--- config.mk ---
export PLATFORM = sky130hd
export DESIGN_NAME = load_store_unit_flat
export DESIGN_NICKNAME = d
export VERILOG_FILES = /design/src/rtl/mem_pkg.sv /design/src/rtl/load_store_unit_if.sv /design/src/rtl/load_store_unit_lane_align.sv /design/src/rtl/load_store_unit.sv /design/src/flat_wrapper.sv
export SDC_FILE = /design/constraint.sdc
export NUM_CORES = 1
export LEC_CHECK = 0
export CAP_MARGIN = 20
export CORE_MARGIN = 4
export CORE_UTILIZATION = 47
export DETAILED_ROUTE_END_ITERATION = 8
export PLACE_DENSITY = 0.82
export SETUP_SLACK_MARGIN = 0.1
export SKIP_CTS_REPAIR_TIMING = 1
export SLEW_MARGIN = 0
export SYNTH_ARGS = -nofsm -noshare
export SYNTH_HDL_FRONTEND = slang
export SYNTH_HIERARCHICAL = 1
export SYNTH_SLANG_ARGS = --single-unit
--- constraint.sdc ---
create_clock -name clk -period 3.8 [get_ports clk]
set_input_delay 0.57 -clock clk [delete_from_list [all_inputs] [get_ports clk]]
set_output_delay 0.57 -clock clk [all_outputs]
set_load 0.03 [all_outputs]
--- src/rtl/mem_pkg.sv ---
// Shared definitions for the load/store unit: FSM states, access size codes
// and the default RAM/ROM decode bit.
package mem_pkg;

  typedef enum logic [2:0] {
    IDLE,
    RD_ADDR,
    RD_WAIT,
    RMW_ADDR,
    RMW_WAIT,
    WRITE,
    RESP
  } lsu_state_t;

  typedef enum logic [1:0] {
    BYTE    = 2'b00,
    HALF    = 2'b01,
    WORD    = 2'b10,
    ILLEGAL = 2'b11
  } mem_size_t;

  localparam int unsigned RAM_SELECT_BIT_DEFAULT = 10;

endpackage

--- src/rtl/load_store_unit_if.sv ---
// Core request/response and memory-side signals of the load/store unit.
// master = requester/memory side, slave = the load/store unit itself.
interface load_store_unit_if;

  logic        req_valid;
  logic        req_ready;
  logic        req_write;
  logic [1:0]  req_size;
  logic        req_unsigned;
  logic [31:0] req_addr;
  logic [31:0] req_wdata;
  logic        resp_valid;
  logic [31:0] resp_rdata;
  logic        resp_error;
  logic [31:0] mem_address;
  logic        mem_read_write;
  logic [31:0] mem_wdata;
  logic [31:0] mem_rdata;

  modport master (
    output req_valid, req_write, req_size, req_unsigned, req_addr, req_wdata,
    output mem_rdata,
    input  req_ready, resp_valid, resp_rdata, resp_error,
    input  mem_address, mem_read_write, mem_wdata
  );

  modport slave (
    input  req_valid, req_write, req_size, req_unsigned, req_addr, req_wdata,
    input  mem_rdata,
    output req_ready, resp_valid, resp_rdata, resp_error,
    output mem_address, mem_read_write, mem_wdata
  );

endinterface

--- src/rtl/load_store_unit_lane_align.sv ---
// Little-endian lane handling: load extraction with sign/zero extension and
// merge of a right-aligned store value into a memory word.
module lane_align
  import mem_pkg::*;
(
  input  mem_size_t   i_size,
  input  logic        i_unsigned,
  input  logic [1:0]  i_lane,
  input  logic [31:0] i_mem_word,
  input  logic [31:0] i_store_data,
  output logic [31:0] o_load_data,
  output logic [31:0] o_merged_word
);

  logic [4:0]  w_shamt;
  logic [7:0]  w_byte;
  logic [15:0] w_half;
  logic [31:0] w_mask;
  logic [31:0] w_lane_data;

  assign w_shamt = {i_lane, 3'b000};
  assign w_byte  = i_mem_word[w_shamt +: 8];
  assign w_half  = i_mem_word[{i_lane[1], 4'b0000} +: 16];

  always_comb begin
    o_load_data = i_mem_word;
    w_mask      = '1;
    case (i_size)
      BYTE: begin
        o_load_data = {{24{~i_unsigned & w_byte[7]}}, w_byte};
        w_mask      = 32'h0000_00FF << w_shamt;
      end
      HALF: begin
        o_load_data = {{16{~i_unsigned & w_half[15]}}, w_half};
        w_mask      = 32'h0000_FFFF << {i_lane[1], 4'b0000};
      end
      default: begin
        o_load_data = i_mem_word;
        w_mask      = '1;
      end
    endcase
    w_lane_data   = i_store_data << w_shamt;
    o_merged_word = (i_mem_word & ~w_mask) | (w_lane_data & w_mask);
  end

endmodule

--- src/rtl/load_store_unit.sv ---
// Load/store unit: accepts one core request at a time, performs word-aligned
// memory reads/writes (read-modify-write for sub-word stores) and responds.
module load_store_unit
  import mem_pkg::*;
#(
  parameter int unsigned RAM_SELECT_BIT = RAM_SELECT_BIT_DEFAULT
) (
  input  logic              clk,
  input  logic              reset,
  load_store_unit_if.slave  bus
);

  lsu_state_t  r_state;
  lsu_state_t  w_next;
  mem_size_t   w_req_size;
  logic        w_accept;
  logic        w_error;

  logic        r_write;
  mem_size_t   r_size;
  logic        r_unsigned;
  logic [1:0]  r_lane;
  logic [29:0] r_addr;
  logic [31:0] r_wdata;
  logic [31:0] r_rdata;
  logic        r_error;

  logic [31:0] w_load_data;
  logic [31:0] w_merged_word;

  assign w_req_size = mem_size_t'(bus.req_size);
  assign w_accept   = bus.req_valid && (r_state == IDLE);

  always_comb begin
    w_error = 1'b0;
    case (w_req_size)
      ILLEGAL: w_error = 1'b1;
      HALF:    w_error = bus.req_addr[0];
      WORD:    w_error = (bus.req_addr[1:0] != 2'b00);
      default: w_error = 1'b0;
    endcase
    if (bus.req_write && !bus.req_addr[RAM_SELECT_BIT]) begin
      w_error = 1'b1;
    end
  end

  always_ff @(posedge clk or posedge reset) begin
    if (reset) begin
      r_state <= IDLE;
    end else begin
      r_state <= w_next;
    end
  end

  always_comb begin
    w_next = r_state;
    case (r_state)
      IDLE: begin
        if (w_accept) begin
          if (w_error)                w_next = RESP;
          else if (!bus.req_write)    w_next = RD_ADDR;
          else if (w_req_size == WORD) w_next = WRITE;
          else                        w_next = RMW_ADDR;
        end
      end
      RD_ADDR:  w_next = RD_WAIT;
      RD_WAIT:  w_next = RESP;
      RMW_ADDR: w_next = RMW_WAIT;
      RMW_WAIT: w_next = WRITE;
      WRITE:    w_next = RESP;
      RESP:     w_next = IDLE;
      default:  w_next = IDLE;
    endcase
  end

  // r_wdata holds the right-aligned store value until RMW_WAIT, then the merged word.
  always_ff @(posedge clk or posedge reset) begin
    if (reset) begin
      r_write    <= 1'b0;
      r_size     <= BYTE;
      r_unsigned <= 1'b0;
      r_lane     <= '0;
      r_addr     <= '0;
      r_wdata    <= '0;
      r_rdata    <= '0;
      r_error    <= 1'b0;
    end else begin
      if (w_accept) begin
        r_write    <= bus.req_write;
        r_size     <= w_req_size;
        r_unsigned <= bus.req_unsigned;
        r_lane     <= bus.req_addr[1:0];
        r_addr     <= bus.req_addr[31:2];
        r_wdata    <= bus.req_wdata;
        r_rdata    <= '0;
        r_error    <= w_error;
      end
      if (r_state == RD_WAIT) begin
        r_rdata <= w_load_data;
      end
      if (r_state == RMW_WAIT) begin
        r_wdata <= w_merged_word;
      end
    end
  end

  lane_align u_lane_align (
    .i_size        (r_size),
    .i_unsigned    (r_unsigned),
    .i_lane        (r_lane),
    .i_mem_word    (bus.mem_rdata),
    .i_store_data  (r_wdata),
    .o_load_data   (w_load_data),
    .o_merged_word (w_merged_word)
  );

  assign bus.req_ready      = (r_state == IDLE);
  assign bus.resp_valid     = (r_state == RESP);
  assign bus.resp_error     = (r_state == RESP) && r_error;
  assign bus.resp_rdata     = (r_state == RESP && !r_write) ? r_rdata : '0;
  assign bus.mem_address    = {r_addr, 2'b00};
  assign bus.mem_read_write = (r_state == WRITE);
  assign bus.mem_wdata      = r_wdata;

endmodule

--- src/flat_wrapper.sv ---
// flat-port wrapper written by rule: the top's interface ports become plain ports
module load_store_unit_flat import mem_pkg::*;
#(
  parameter int unsigned RAM_SELECT_BIT = RAM_SELECT_BIT_DEFAULT
)
  (clk, reset, bus_req_valid, bus_req_write, bus_req_size, bus_req_unsigned, bus_req_addr, bus_req_wdata, bus_mem_rdata, bus_req_ready, bus_resp_valid, bus_resp_rdata, bus_resp_error, bus_mem_address, bus_mem_read_write, bus_mem_wdata);
  load_store_unit_if bus_i ();
  input  logic clk;
  input  logic reset;
  input wire logic [$bits(bus_i.req_valid)-1:0] bus_req_valid;
  input wire logic [$bits(bus_i.req_write)-1:0] bus_req_write;
  input wire logic [$bits(bus_i.req_size)-1:0] bus_req_size;
  input wire logic [$bits(bus_i.req_unsigned)-1:0] bus_req_unsigned;
  input wire logic [$bits(bus_i.req_addr)-1:0] bus_req_addr;
  input wire logic [$bits(bus_i.req_wdata)-1:0] bus_req_wdata;
  input wire logic [$bits(bus_i.mem_rdata)-1:0] bus_mem_rdata;
  output wire logic [$bits(bus_i.req_ready)-1:0] bus_req_ready;
  output wire logic [$bits(bus_i.resp_valid)-1:0] bus_resp_valid;
  output wire logic [$bits(bus_i.resp_rdata)-1:0] bus_resp_rdata;
  output wire logic [$bits(bus_i.resp_error)-1:0] bus_resp_error;
  output wire logic [$bits(bus_i.mem_address)-1:0] bus_mem_address;
  output wire logic [$bits(bus_i.mem_read_write)-1:0] bus_mem_read_write;
  output wire logic [$bits(bus_i.mem_wdata)-1:0] bus_mem_wdata;
  assign bus_i.req_valid = bus_req_valid;
  assign bus_i.req_write = bus_req_write;
  assign bus_i.req_size = bus_req_size;
  assign bus_i.req_unsigned = bus_req_unsigned;
  assign bus_i.req_addr = bus_req_addr;
  assign bus_i.req_wdata = bus_req_wdata;
  assign bus_i.mem_rdata = bus_mem_rdata;
  assign bus_req_ready = bus_i.req_ready;
  assign bus_resp_valid = bus_i.resp_valid;
  assign bus_resp_rdata = bus_i.resp_rdata;
  assign bus_resp_error = bus_i.resp_error;
  assign bus_mem_address = bus_i.mem_address;
  assign bus_mem_read_write = bus_i.mem_read_write;
  assign bus_mem_wdata = bus_i.mem_wdata;
  load_store_unit #(.RAM_SELECT_BIT(RAM_SELECT_BIT)) u_core (.clk(clk), .reset(reset), .bus(bus_i));
endmodule
After elaboration in Yosys (flattened, before gate mapping)
Cells that the tools add are included.
{"block": "classes", "eq_ne": 11, "n_shift": 5, "n_mux": 14, "n_bitwise": 7, "n_reduce_logical": 12}
{"op": "two-way mux 32 bit", "count": 5}
{"op": "case mux 32 bit (2 select lines)", "count": 2}
{"op": "AND 32 bit", "count": 2}
{"op": "inverter 32 bit", "count": 1}
{"op": "bitwise OR 32 bit", "count": 1}
{"op": "indexed part select 32 x 6 -> 16 bit", "count": 1}
{"op": "indexed part select 32 x 6 -> 8 bit", "count": 1}
{"op": "<< shifter 16 x 5 -> 32 bit (first input constant)", "count": 1}
{"op": "<< shifter 32 x 5 -> 32 bit", "count": 1}
{"op": "<< shifter 8 x 5 -> 32 bit (first input constant)", "count": 1}
{"op": "case mux 3 bit (5 select lines)", "count": 1}
{"op": "two-way mux 3 bit", "count": 4}
{"op": "equality test 3 bit (second input constant)", "count": 3}
{"op": "equality test 3 x 2 -> 1 bit (second input constant)", "count": 2}
{"op": "nonzero test 2 bit", "count": 3}
{"op": "equality test 2 x 1 -> 1 bit (second input constant)", "count": 2}
{"op": "equality test 2 bit (second input constant)", "count": 2}
{"op": "logical AND 1 bit", "count": 4}
{"op": "equality test 3 x 1 -> 1 bit (second input constant)", "count": 1}
{"op": "logical NOT 3 bit", "count": 1}
{"op": "case mux 1 bit (3 select lines)", "count": 1}
{"op": "AND 1 bit", "count": 2}
{"op": "logical NOT 1 bit", "count": 2}
{"op": "logical NOT 2 bit", "count": 1}
{"op": "other kinds (4)", "count": 4}
{"block": "totals", "regBits": 104, "output_inout_bits": 100}

Logic depth before layout (Yosys ltp)
Gate-level depths: netlist of run 1.
{"block": "depth", "depth_word": 6, "mapped_depth": 9}

Hierarchy
The synthesis of run 1 kept the hierarchy.
{"mod": "load_store_unit", "instances": 1, "cells_each": 395, "area_per_inst_um2": 4516.8, "seq_area_each_um2": 2602.5}
{"mod": "lane_align", "instances": 1, "cells_each": 218, "area_per_inst_um2": 1531.5, "seq_area_each_um2": 0.0}

Least setup slack after synthesis of run 1
OpenSTA, ideal clock, no wires.
{"block": "synth_timing", "path_kind": "flip-flop to flip-flop", "from": "register u_core.r_lane[0]", "to": "register u_core.r_wdata[31] (netlist: u_core/bus.mem_wdata[31])", "setup_ns": 0.118, "arrival_time_ns": 1.948, "path_slack_ns": 1.734, "path_stages_with_launch": 8, "period_less_slack_ns": 2.066, "cell_sequence": "dfrtp_1 > buf_2 > buf_2 > buf_2 > mux4_1 > mux2_2 > a22o_1 > a21o_1"}
{"block": "synth_via", "elab_chain_cells": 6, "elab_cells_between_ends": 8, "cone_classes": "2 x shift; 2 x mux; 4 x bitwise"}
{"element": "start: declaration", "line_no": "load_store_unit.sv:22", "text": "logic [1:0] r_lane;"}
{"element": "start signal: assignment", "line_no": "load_store_unit.sv:92", "text": "r_lane <= bus.req_addr[1:0];"}
{"element": "<< shifter 8 x 5 -> 32 bit", "line_no": "load_store_unit_lane_align.sv:31", "text": "w_mask = 32'h0000_00FF << w_shamt;"}
{"element": "case mux 32 bit (2 select lines)", "line_no": "load_store_unit_lane_align.sv:28", "text": "case (i_size)"}
{"element": "inverter 32 bit", "line_no": "load_store_unit_lane_align.sv:43", "text": "o_merged_word = (i_mem_word & ~w_mask) | (w_lane_data & w_mask);"}
{"element": "AND 32 bit", "line_no": "load_store_unit_lane_align.sv:43"}
{"element": "bitwise OR 32 bit *", "line_no": "load_store_unit_lane_align.sv:43"}
{"element": "via u_core.w_merged_word[31]", "line_no": "load_store_unit.sv:29", "text": "logic [31:0] w_merged_word;"}
{"element": "two-way mux 32 bit *", "line_no": "load_store_unit.sv:101", "text": "if (r_state == RMW_WAIT) begin"}
{"element": "end signal: assignment", "line_no": "load_store_unit.sv:94", "text": "r_wdata <= bus.req_wdata;"}
{"element": "end signal: assignment", "line_no": "load_store_unit.sv:102", "text": "r_wdata <= w_merged_word;"}
{"element": "end: declaration", "line_no": "load_store_unit.sv:24", "text": "logic [31:0] r_wdata;"}
Mark *: on every way through the listed nets, which the timed path passes. The rest lies on a longest branch.
A chain may end at the register's enable or synchronous reset.

Worst setup path after layout of run 1
{"block": "layout_timing", "from": "register u_core.r_state[2]", "to": "output bus_resp_rdata[4]"}
{"block": "layout_via", "elab_chain_cells": 3}
{"element": "start: declaration", "line_no": "load_store_unit.sv:13", "text": "lsu_state_t r_state;"}
{"element": "start signal: assignment", "line_no": "load_store_unit.sv:51", "text": "r_state <= w_next;"}
{"element": "equality test 3 bit", "line_no": "load_store_unit.sv:120", "text": "assign bus.resp_rdata = (r_state == RESP && !r_write) ? r_rdata : '0;"}
{"element": "logical AND 1 bit", "line_no": "load_store_unit.sv:120"}
{"element": "two-way mux 32 bit", "line_no": "load_store_unit.sv:120"}
{"element": "end: declaration", "line_no": "flat_wrapper.sv:19", "text": "output wire logic [$bits(bus_i.resp_rdata)-1:0] bus_resp_rdata;"}
No other way between the ends.

==> run_results.csv, run 1 <==
group,metric,value,unit
global_route,grt_pass1_wl,30.10,mm
timing,finalSetupTns,0,ns
clock_network,cts_inserted_buffers,9,
worst_hold_path,min_path_cells,1,
global_route,first_global_vias,5642,
clock_network,cts_buffer_depth,2,
worst_setup_path,worst_r2r_startpoint,"u_core/r_lane[1]$_DFFE_PP0P_",
global_route,antenna_found_initial,0,
finish,drive_gt1_share,8.228,%
synth,synth_largest_area_cell,"dfrtp_1",
timing,rsz0062_at_grt,"no",
synth,synth_common_cells,"nand2_1, dfrtp_1, o21ai_0",
global_route,track_usage,26.28,%
worst_setup_path,critPathCapture,"bus_resp_rdata[4]",
worst_setup_path,cp-startpoint,"u_core/r_state[2]$_DFFE_PP0P_",
timing,finalCritPeriodShare,77.27,%
die,io_pins,203,
detailed_routing,ant_nets,0,
finish,diodes,0,
global_route,gr-total-overflow,0,
detailed_routing,vias,5597,
synth,synth_top_area_share,43.03,%
die,die_h,121.4,um
synth,synthFlopType,"dfrtp_1",
synth,synthArstFlopShare,100.0,%
worst_setup_path,path_class,"flop to primary output",
placed_design,portBuffers,200,
worst_setup_path,critPathLaunchType,"flop",
timing,hold_viol_final,0,
status,run_status,"finished, final reports clean",
synth,synthCells,613,
placed_design,hpwlAfterDp,14.08,mm
die,rows,41,
worst_setup_path,reg2reg_to,"u_core/bus.mem_wdata[18]$_DFFE_PP0P_",
clock_network,cts-root-buf,"clkbuf_16",
finish,syn2layout_area_growth,39.76,%
timing,tightest_slew,0.7865,ns
detailed_routing,viasPerCell,5.818,
power,power.density,883.2,mW/mm^2
synth,syn_area_per_cell,9.867,um^2
timing,finalSetupViolCount,0,
placed_design,place_congestion,0.9567,
synth,ys_ff_latch,104,
timing,finalWorstSetupSlack,0.8637,ns
synth,synth_area,0.006048,mm^2
synth,yosysWarnings,6,
detailed_routing,wl_per_cell,20.32,um
worst_hold_path,hold_class,"flop to flop",
timing,skew,0.008693,ns
die,core,0.01262,mm^2
detailed_routing,drt-total-wl,19.55,mm
clock_network,clk_pin_slew,0.08,ns
clock_network,h-tree-depth,3,
finish,nets,888,
worst_setup_path,required,3.23,ns
worst_setup_path,end_kind,"primary output",
finish,register_area,0.002603,mm^2
timing,clock.fmax,340.6,MHz
synth,yosysMostFrequentCell,"nand2_1",
global_route,use_met3,6.340,%
timing,whs,0.4913,ns
detailed_routing,drc,0,
synth,synth_enable_flop_cells,0,
timing,maxSlewViolCount,0,
detailed_routing,first_pass_iters,5,
power,leakagePower,3.756,nW
placed_design,post-place-ws,1.098,ns
finish,nFillCells,1000,
worst_setup_path,rrSetupSlack,1.30,ns
die,floorplan.initialDensity,47.93,%
synth,seq_area_frac_synth,43.03,%
power,irDropWorstVdd,0.4870,mV
global_route,grt_max_degree,52,
flow_run,drv_cap,0,
global_route,grt_use_met2,42.80,%
die,dieArea,0.01475,mm^2
global_route,use_met1,33.41,%
global_route,grt-busiest-layer,"met2",
worst_setup_path,worstRegToRegCells,7,
die,die_width,121.4,um
worst_setup_path,cp_max_fo,32,
clock_network,cts_tree,"done",
timing,relSlewSlack,47.37,%
clock_network,cts_num_sinks,104,
clock_network,clk_latency,0.36,ns
synth,synthTopCellsByArea,"dfrtp_1, nand2_1, mux2_1, a21o_1, a22o_1",
timing,period_needed,2.936,ns
detailed_routing,drtIter0Drc,576,
worst_setup_path,arrival,2.37,ns
synth,yosysUniqueCellTypes,48,
finish,multi_input_area,0.003164,mm^2
[placed cells by master (no fill, tap or decap), types with 2 or more instances in the layout]
master and instances:
and2_1 33, inv_1 5, nor2_1 11, a22o_1 32, a22oi_1 8, a31oi_1 2
mux2i_1 8, a221o_1 8, a21oi_2 2, mux2_2 16, o21ai_0 47, buf_4 9
o2bb2ai_1 8, a211oi_1 2, nand2_1 121, clkbuf_16 9, nand2b_1 2, a21o_1 39
o22a_1 8, a2bb2oi_1 7, mux2_1 35, nor3_1 2, inv_6 3, dfrtp_1 104
clkdlybuf4s50_1 200, nor3b_4 2, conb_1 2, and2b_1 2, nor2b_1 17, a21oi_1 12
mux4_2 8, nor2_2 2
[how the worst min path moves through the flow]
stage,from,to
floorplan,u_core/r_write$_DFFE_PP0P_,u_core/r_write$_DFFE_PP0P_
global placement,u_core/r_addr[27]$_DFFE_PP0P_,u_core/r_addr[27]$_DFFE_PP0P_
detailed placement,u_core/r_addr[29]$_DFFE_PP0P_,u_core/r_addr[29]$_DFFE_PP0P_
CTS,u_core/r_addr[28]$_DFFE_PP0P_,u_core/r_addr[28]$_DFFE_PP0P_
global route,u_core/r_addr[0]$_DFFE_PP0P_,u_core/r_addr[0]$_DFFE_PP0P_
finish,u_core/r_addr[28]$_DFFE_PP0P_,u_core/r_addr[28]$_DFFE_PP0P_
[layout make-up]
cell class	count	area share (%)
multi-input combinational	452	37.43
clock inverter	7	1.051
tap	172	2.546
clock buffer	9	2.664
sequential	104	30.79
timing repair buffer	212	25.22
inverter	6	0.2960
[state kept, by name (all words and copies together) (netlist names)]
signal and cells:
u_core/r_addr 30, u_core/r_state 3, u_core/r_size 2, u_core/r_error 1, u_core/bus.mem_wdata 32, u_core/r_write 1
u_core/r_unsigned 1, u_core/r_lane 2, u_core/r_rdata 32
[worst max-delay path, stage by stage, from the launching register on]
cell	delay [ns]
dfrtp_1	0.54
nand2_1	0.17
nor3_2	0.13
buf_4	0.27
and2_1	0.21
clkdlybuf4s50_1	0.69
[routing by layer]
| layer | vias to the layer above | wire length [um] |
|---|---|---|
| li1 | 2518 | - |
| met1 | 2756 | 7568 |
| met2 | 280 | 9948 |
| met3 | 43 | 1602 |
| met4 | 0 | 427 |
| met5 | - | 0 |
[kinds of logic (layout without fill, tap and decap cells)]
logic type      after synthesis  count (layout)  synth area share (%)
compound gates              183             183                 21.99
buf+inv                      58             234                 5.048
flops                       104             104                 43.03
mux                          68              68                 14.23
other cells                   1               2               0.06200
simple gates                199             199                 15.64
[per-stage QoR]
step | total power [mW] | instance area [um^2] | util (%) | std cells
finish | 7.466 | 8453 | 66.98 | 962
global route | 7.873 | 8453 | 66.98 | 962
CTS | 7.407 | 8411 | 66.65 | 960
detailed placement | 6.384 | 8097 | 64.16 | 944
global placement | 6.224 | 8097 | 64.16 | 944
floorplan | 4.938 | 6052 | - | 614
[report_power, final]
| part | internal (mW) | switching, mW |
|---|---|---|
| clock | 0.528 | 0.466 |
| combinational | 1.95 | 2.39 |
| sequential | 1.63 | 0.510 |
| total | 4.10 | 3.36 |
Power figures use the tool's default switching activity.
==> run 2, diff against run 1 <==
CORE_UTILIZATION = 42   (was 47)
PLACE_DENSITY = 0.77   (was 0.82)
clock period = 2.6 ns   (was 3.8 ns; I/O delays follow)
==> run 2 against run 1 <==
Effect of this change:
- die area grew 11%
- largest cell class unchanged
- largest power group unchanged
- cell count grew 1.6%
- critical path type unchanged
- register-to-register slack lost 1.0 ns
- worst setup slack lost 0.64 ns
==> run_results.csv, run 2 (same netlist as run 1, synthesis figures left out) <==
group,metric,value,unit
status,run_status,"finished, final reports clean",
worst_setup_path,rrSetupSlack,0.26,ns
worst_setup_path,required,2.21,ns
power,p_sw,4.848,mW
worst_setup_path,critPathLaunchType,"flop",
finish,postLayoutCellArea,0.008603,mm^2
power,irDropWorstVdd,0.8862,mV
timing,finalSetupViolCount,0,
power,leakagePower,4.341,nW
global_route,grt_max_degree,41,
timing,tightest_slew,0.7553,ns
detailed_routing,vias,5598,
power,intPower,5.987,mW
worst_setup_path,worstRegToRegCells,6,
global_route,grt_pass1_wl,30.51,mm
finish,nets,895,
detailed_routing,viasPerCell,5.730,
global_route,first_global_vias,5660,
placed_design,hpwlAfterDp,14.38,mm
detailed_routing,wl_per_cell,20.03,um
clock_network,cts_inserted_buffers,9,
power,power.density,1259,mW/mm^2
clock_network,cts_buffer_depth,2,
global_route,track_usage,23.53,%
finish,postLayoutCoreUtil,61.50,%
worst_hold_path,hold_class,"primary input to asynchronous set/reset pin",
finish,final_cells,977,
clock_network,clk_latency,0.36,ns
power,p_comb_share,59.3,%
die,rows,43,
detailed_routing,first_pass_iters,7,
finish,syn2layout_area_growth,42.24,%
die,core,0.01399,mm^2
global_route,antenna_found_initial,0,
power,pwr-share-seq,28.1,%
die,die_h,128,um
flow_run,drv_cap,0,
detailed_routing,drt-total-wl,19.57,mm
clock_network,clk_pin_slew,0.08,ns
worst_setup_path,path_class,"flop to primary output",
placed_design,dpl_cell_area,0.008225,mm^2
worst_setup_path,reg2reg_to,"u_core/r_rdata[21]$_DFFE_PP0P_",
timing,hold_viol_final,0,
clock_network,h-tree-depth,3,
global_route,gr-total-overflow,0,
power,p_clk_share,12.6,%
finish,drive_gt1_share,9.034,%
die,die_width,128,um
timing,finalCritPeriodShare,91.22,%
worst_setup_path,worst_r2r_startpoint,"u_core/r_lane[1]$_DFFE_PP0P_",
clock_network,cts_tree,"done",
die,floorplan.initialDensity,43.24,%
timing,maxSlewViolCount,0,
placed_design,place_congestion,0.9522,
worst_setup_path,arrival,1.98,ns
clock_network,cts_num_sinks,104,
finish,mostFrequentLayoutCell,"clkdlybuf4s50_1",
worst_setup_path,end_kind,"primary output",
finish,layout_common_cells,"clkdlybuf4s50_1, nand2_1, dfrtp_1, o21ai_0, a21o_1",
timing,skew,0.006712,ns
die,io_pins,203,
clock_network,cts-root-buf,"clkbuf_16",
detailed_routing,ant_nets,0,
detailed_routing,drc,0,
placed_design,portBuffers,200,
timing,relSlewSlack,49.46,%
timing,rsz0062_at_grt,"no",
placed_design,dp_cells,961,
worst_setup_path,cp_max_fo,32,
timing,period_needed,2.372,ns
die,dieArea,0.01638,mm^2
finish,nFillCells,1183,
power,p_sw_share,44.74,%
timing,clock.fmax,421.7,MHz
timing,whs,0.4672,ns
timing,finalSetupTns,0,ns
detailed_routing,drtIter0Drc,579,
finish,diodes,0,
[run 2: changes by cell type in the layout (fill, tap and decap cells not counted), moves of 2 or more]
cell,change
clkdlybuf4s50_1,-30
dlymetal6s2s_1,+30
clkbuf_8,+2
buf_4,+4
clkinv_4,+3
buf_12,+4
inv_6,-2
[run 2: power groups by stage]
stage / sequential [mW] / clock (mW) / combinational (mW)
2_1_floorplan: 3.71 / 0 / 3.51
3_3_place_gp: 3.02 / 0 / 6.20
3_5_place_dp: 3.06 / 0 / 6.37
4_1_cts: 3.04 / 1.40 / 6.40
5_1_grt: 3.15 / 1.46 / 6.87
6_report: 3.04 / 1.36 / 6.43
[run 2: layout make-up]
cell class              instances  area, um^2  share of cell area [%]
clock inverters                 5       46.29                  0.5381
clock buffers                  11       252.7                   2.938
multi-input cells             452        3164                   36.78
inverters                       6       26.28                  0.3054
flip-flops and latches        104        2603                   30.25
well taps                     180       225.2                   2.618
repair buffers                219        2286                   26.57
[run 2: stage by stage]
stage | setup WS [ns] | total power, mW
after floorplan | 0.5335 | 7.218
after global placement | 0.2213 | 9.216
after detailed placement | 0.05783 | 9.438
after CTS | 0.08382 | 10.84
after global routing | 0.1366 | 11.48
final | 0.2284 | 10.83
[run 2: worst max path at each step]
stage | end | slack, ns | cells after the start | startpoint
after floorplan | u_core/bus.mem_wdata[31]$_DFFE_PP0P_ | 0.53 | 7 | u_core/r_lane[0]$_DFFE_PP0P_
after global placement | u_core/r_rdata[17]$_DFFE_PP0P_ | 0.22 | 7 | bus_mem_rdata[23]
after detailed placement | u_core/r_rdata[21]$_DFFE_PP0P_ | 0.06 | 7 | bus_mem_rdata[23]
after CTS | bus_resp_rdata[13] | 0.08 | 5 | u_core/r_state[1]$_DFFE_PP0P_
after global routing | bus_resp_rdata[24] | 0.14 | 5 | u_core/r_state[1]$_DFFE_PP0P_
final | bus_resp_rdata[24] | 0.23 | 5 | u_core/r_state[1]$_DFFE_PP0P_
[run 2: worst max-delay path: stages, from the launching register on]
cell and delay, ns:
dfrtp_1 0.34, nand2_1 0.11, nor3_2 0.14, buf_6 0.21, and2_1 0.15, clkdlybuf4s50_1 0.66
[run 2: routing by layer]
metal / track usage, % / part of all wire (%)
met3: 5.958 / 8.4
met1: 30.20 / 39
met4: 8.115 / 2.5
met2: 38.79 / 50
met5: 0 / 0
==> run 3, diff against run 2 <==
ABC_AREA = 1   (was unset)
PLACE_DENSITY = 0.78   (was 0.77)
==> run 3 against run 2 <==
Effect of this change:
- utilization is 1.7 points lower
- register-to-register slack gained 0.37 ns
- flip-flop and latch count unchanged
- hold slack better by 0.017 ns
- first-iteration DRC count shrank 5.0%
- die area shrank 0.54%
- sequential power down 6%
- total power decreased by 2.4%
- cell count grew 28%
- sequential share of layout area up 0.99 points
- global-route usage increased by 1.6 points
- worst setup slack improved by 0.051 ns
==> run_results.csv, run 3 <==
group,metric,value,unit
timing,relSlewSlack,63.90,%
flow_run,drv_cap,0,
global_route,use_met1,32.48,%
die,die_h,127.7,um
global_route,use_met3,6.833,%
synth,syn_area_per_cell,6.826,um^2
global_route,grt_max_degree,40,
worst_setup_path,path_class,"flop to primary output",
detailed_routing,vias,6420,
die,floorplan.initialDensity,43.15,%
synth,synthFlopType,"dfrtp_1",
detailed_routing,wl_per_cell,16.15,um
synth,ys_ff_latch,104,
clock_network,clk_latency,0.35,ns
placed_design,portBuffers,200,
synth,synth_area,0.006013,mm^2
synth,yosysMostFrequentCell,"nand2_1",
finish,final_cells,1251,
global_route,track_usage,25.10,%
timing,period_needed,2.321,ns
clock_network,clk_pin_slew,0.08,ns
placed_design,hpwlAfterDp,14.97,mm
global_route,first_global_vias,6364,
timing,clock.fmax,430.9,MHz
clock_network,cts_buffer_depth,2,
die,dieArea,0.01630,mm^2
timing,hold_viol_final,0,
synth,yosys.area_share.simple,39.72,%
clock_network,cts-root-buf,"clkbuf_16",
worst_setup_path,worstRegToRegCells,9,
synth,yosysWarnings,6,
detailed_routing,first_pass_iters,6,
die,io_pins,203,
global_route,grt_pass1_wl,32.49,mm
detailed_routing,drtIter0Drc,550,
synth,synthTopCellsByArea,"dfrtp_1, nand2_1, nand3_1, inv_1, o22ai_1",
finish,syn2layout_area_growth,38.56,%
timing,skew,0.01228,ns
global_route,grt-busiest-layer,"met2",
detailed_routing,drc,0,
worst_hold_path,min_path_cells,2,
timing,maxSlewViolCount,0,
worst_setup_path,end_kind,"primary output",
synth,synth.mux.area_fraction,0,%
timing,rsz0062_at_grt,"no",
timing,tightest_slew,0.5414,ns
die,rows,43,
global_route,grt_use_met2,40.23,%
clock_network,cts_num_sinks,104,
power,power.density,1270,mW/mm^2
synth,synthArstFlopShare,100.0,%
clock_network,h-tree-depth,3,
clock_network,cts_tree,"done",
die,die_width,127.7,um
synth,seq_area_frac_synth,43.28,%
finish,layout_common_cells,"nand2_1, clkdlybuf4s50_1, nand3_1, dfrtp_1, inv_1",
status,run_status,"finished, final reports clean",
timing,finalWorstSetupSlack,0.2791,ns
placed_design,post-place-ws,0.5182,ns
finish,nFillCells,1309,
placed_design,place_congestion,0.9305,
worst_setup_path,arrival,1.93,ns
timing,finalSetupViolCount,0,
timing,finalSetupTns,0,ns
synth,yosysUniqueCellTypes,26,
die,core,0.01393,mm^2
synth,synth_top_family_by_area,"simple AND/OR/NAND/NOR gates",
worst_setup_path,required,2.21,ns
power,leakagePower,4.148,nW
placed_design,dp_cells,1235,
synth,synth-xor-area-share,0,%
global_route,gr-total-overflow,0,
synth,synth_compound_area_share,6.180,%
synth,synthAdderAreaFrac,0,%
finish,diodes,0,
timing,finalCritPeriodShare,89.27,%
worst_setup_path,cp_max_fo,6,
worst_hold_path,hold_class,"flop to flop",
clock_network,cts_inserted_buffers,9,
finish,mostFrequentLayoutCell,"nand2_1",
detailed_routing,ant_nets,0,
finish,drive_gt1_share,9.524,%
synth,synth_common_cells,"nand2_1, nand3_1, dfrtp_1",
power,irDropWorstVdd,0.6084,mV
worst_setup_path,critPathLaunchType,"flop",
finish,nets,1169,
detailed_routing,viasPerCell,5.132,
detailed_routing,drt-total-wl,20.21,mm
global_route,antenna_found_initial,0,
synth,synthCells,881,
synth,synth_enable_flop_cells,0,
synth,synth_top_area_share,43.28,%
synth,synth_largest_area_cell,"dfrtp_1",
==> run 3: path summary, 6_finish.rpt <==
kind	start	end	slack [ns]
max in group asynchronous	reset	u_core/r_rdata[4]$_DFFE_PP0P_	1.68
max	u_core/r_state[2]$_DFFE_PP0P_	bus_resp_error	0.28
min in group asynchronous	reset	u_core/r_addr[29]$_DFFE_PP0P_	0.54
min	u_core/r_addr[8]$_DFFE_PP0P_	u_core/r_addr[8]$_DFFE_PP0P_	0.48
max reg2reg	u_core/r_lane[0]$_DFFE_PP0P_	u_core/r_rdata[30]$_DFFE_PP0P_	0.63
min reg2reg	u_core/r_addr[8]$_DFFE_PP0P_	u_core/r_addr[8]$_DFFE_PP0P_	0.48
==> run 3: per-layer routing <==
layer	vias up	part of all wire [%]
met5	-	0
met4	0	3.0
met3	44	11
met2	341	46
met1	2932	40
li1	3103	-
==> run 3: power breakdown <==
group          internal (mW)  total (mW)  switching (mW)
clock network          0.803        1.43           0.629
logic                   2.22        6.28            4.07
registers               2.33        2.86           0.535
==> run 3: cells by family (layout without fill, tap and decap cells) <==
family	Yosys count	in the layout
DFF	104	104
AOI/OAI and AO/OA	62	62
and+or+nand+nor	572	572
buffers and inverters	142	331
other	1	2
==> run 3: stage by stage <==
| stage | hold WS [ns] | utilization [%] | cell area (um^2) | power, mW |
|---|---|---|---|---|
| after CTS | 0.4839 | 59.79 | 8332 | 10.57 |
| after detailed placement | 0.4638 | 57.57 | 8023 | 9.103 |
| after global routing | 0.4999 | 59.79 | 8332 | 11.40 |
| after global placement | 0.4614 | 57.57 | 8023 | 9.001 |
| after floorplan | 0.4455 | - | 6021 | 7.064 |
| final | 0.4837 | 59.79 | 8332 | 10.58 |
==> run 3: critical path, cell delays in order (launching register included) <==
cell,delay [ns]
dfrtp_1,0.42
inv_2,0.10
nor3_4,0.19
inv_2,0.05
nor2_1,0.11
clkdlybuf4s50_1,0.70
==> run 3: cell type report <==
| class | instances | area, um^2 | share of cell area, % |
|---|---|---|---|
| flip-flops and latches | 104 | 2603 | 31.24 |
| inverters | 97 | 367.9 | 4.415 |
| well taps | 180 | 225.2 | 2.703 |
| clock inverters | 4 | 52.55 | 0.6307 |
| multi-input cells | 636 | 2770 | 33.25 |
| repair buffers | 218 | 2057 | 24.69 |
| clock buffers | 12 | 256.5 | 3.079 |
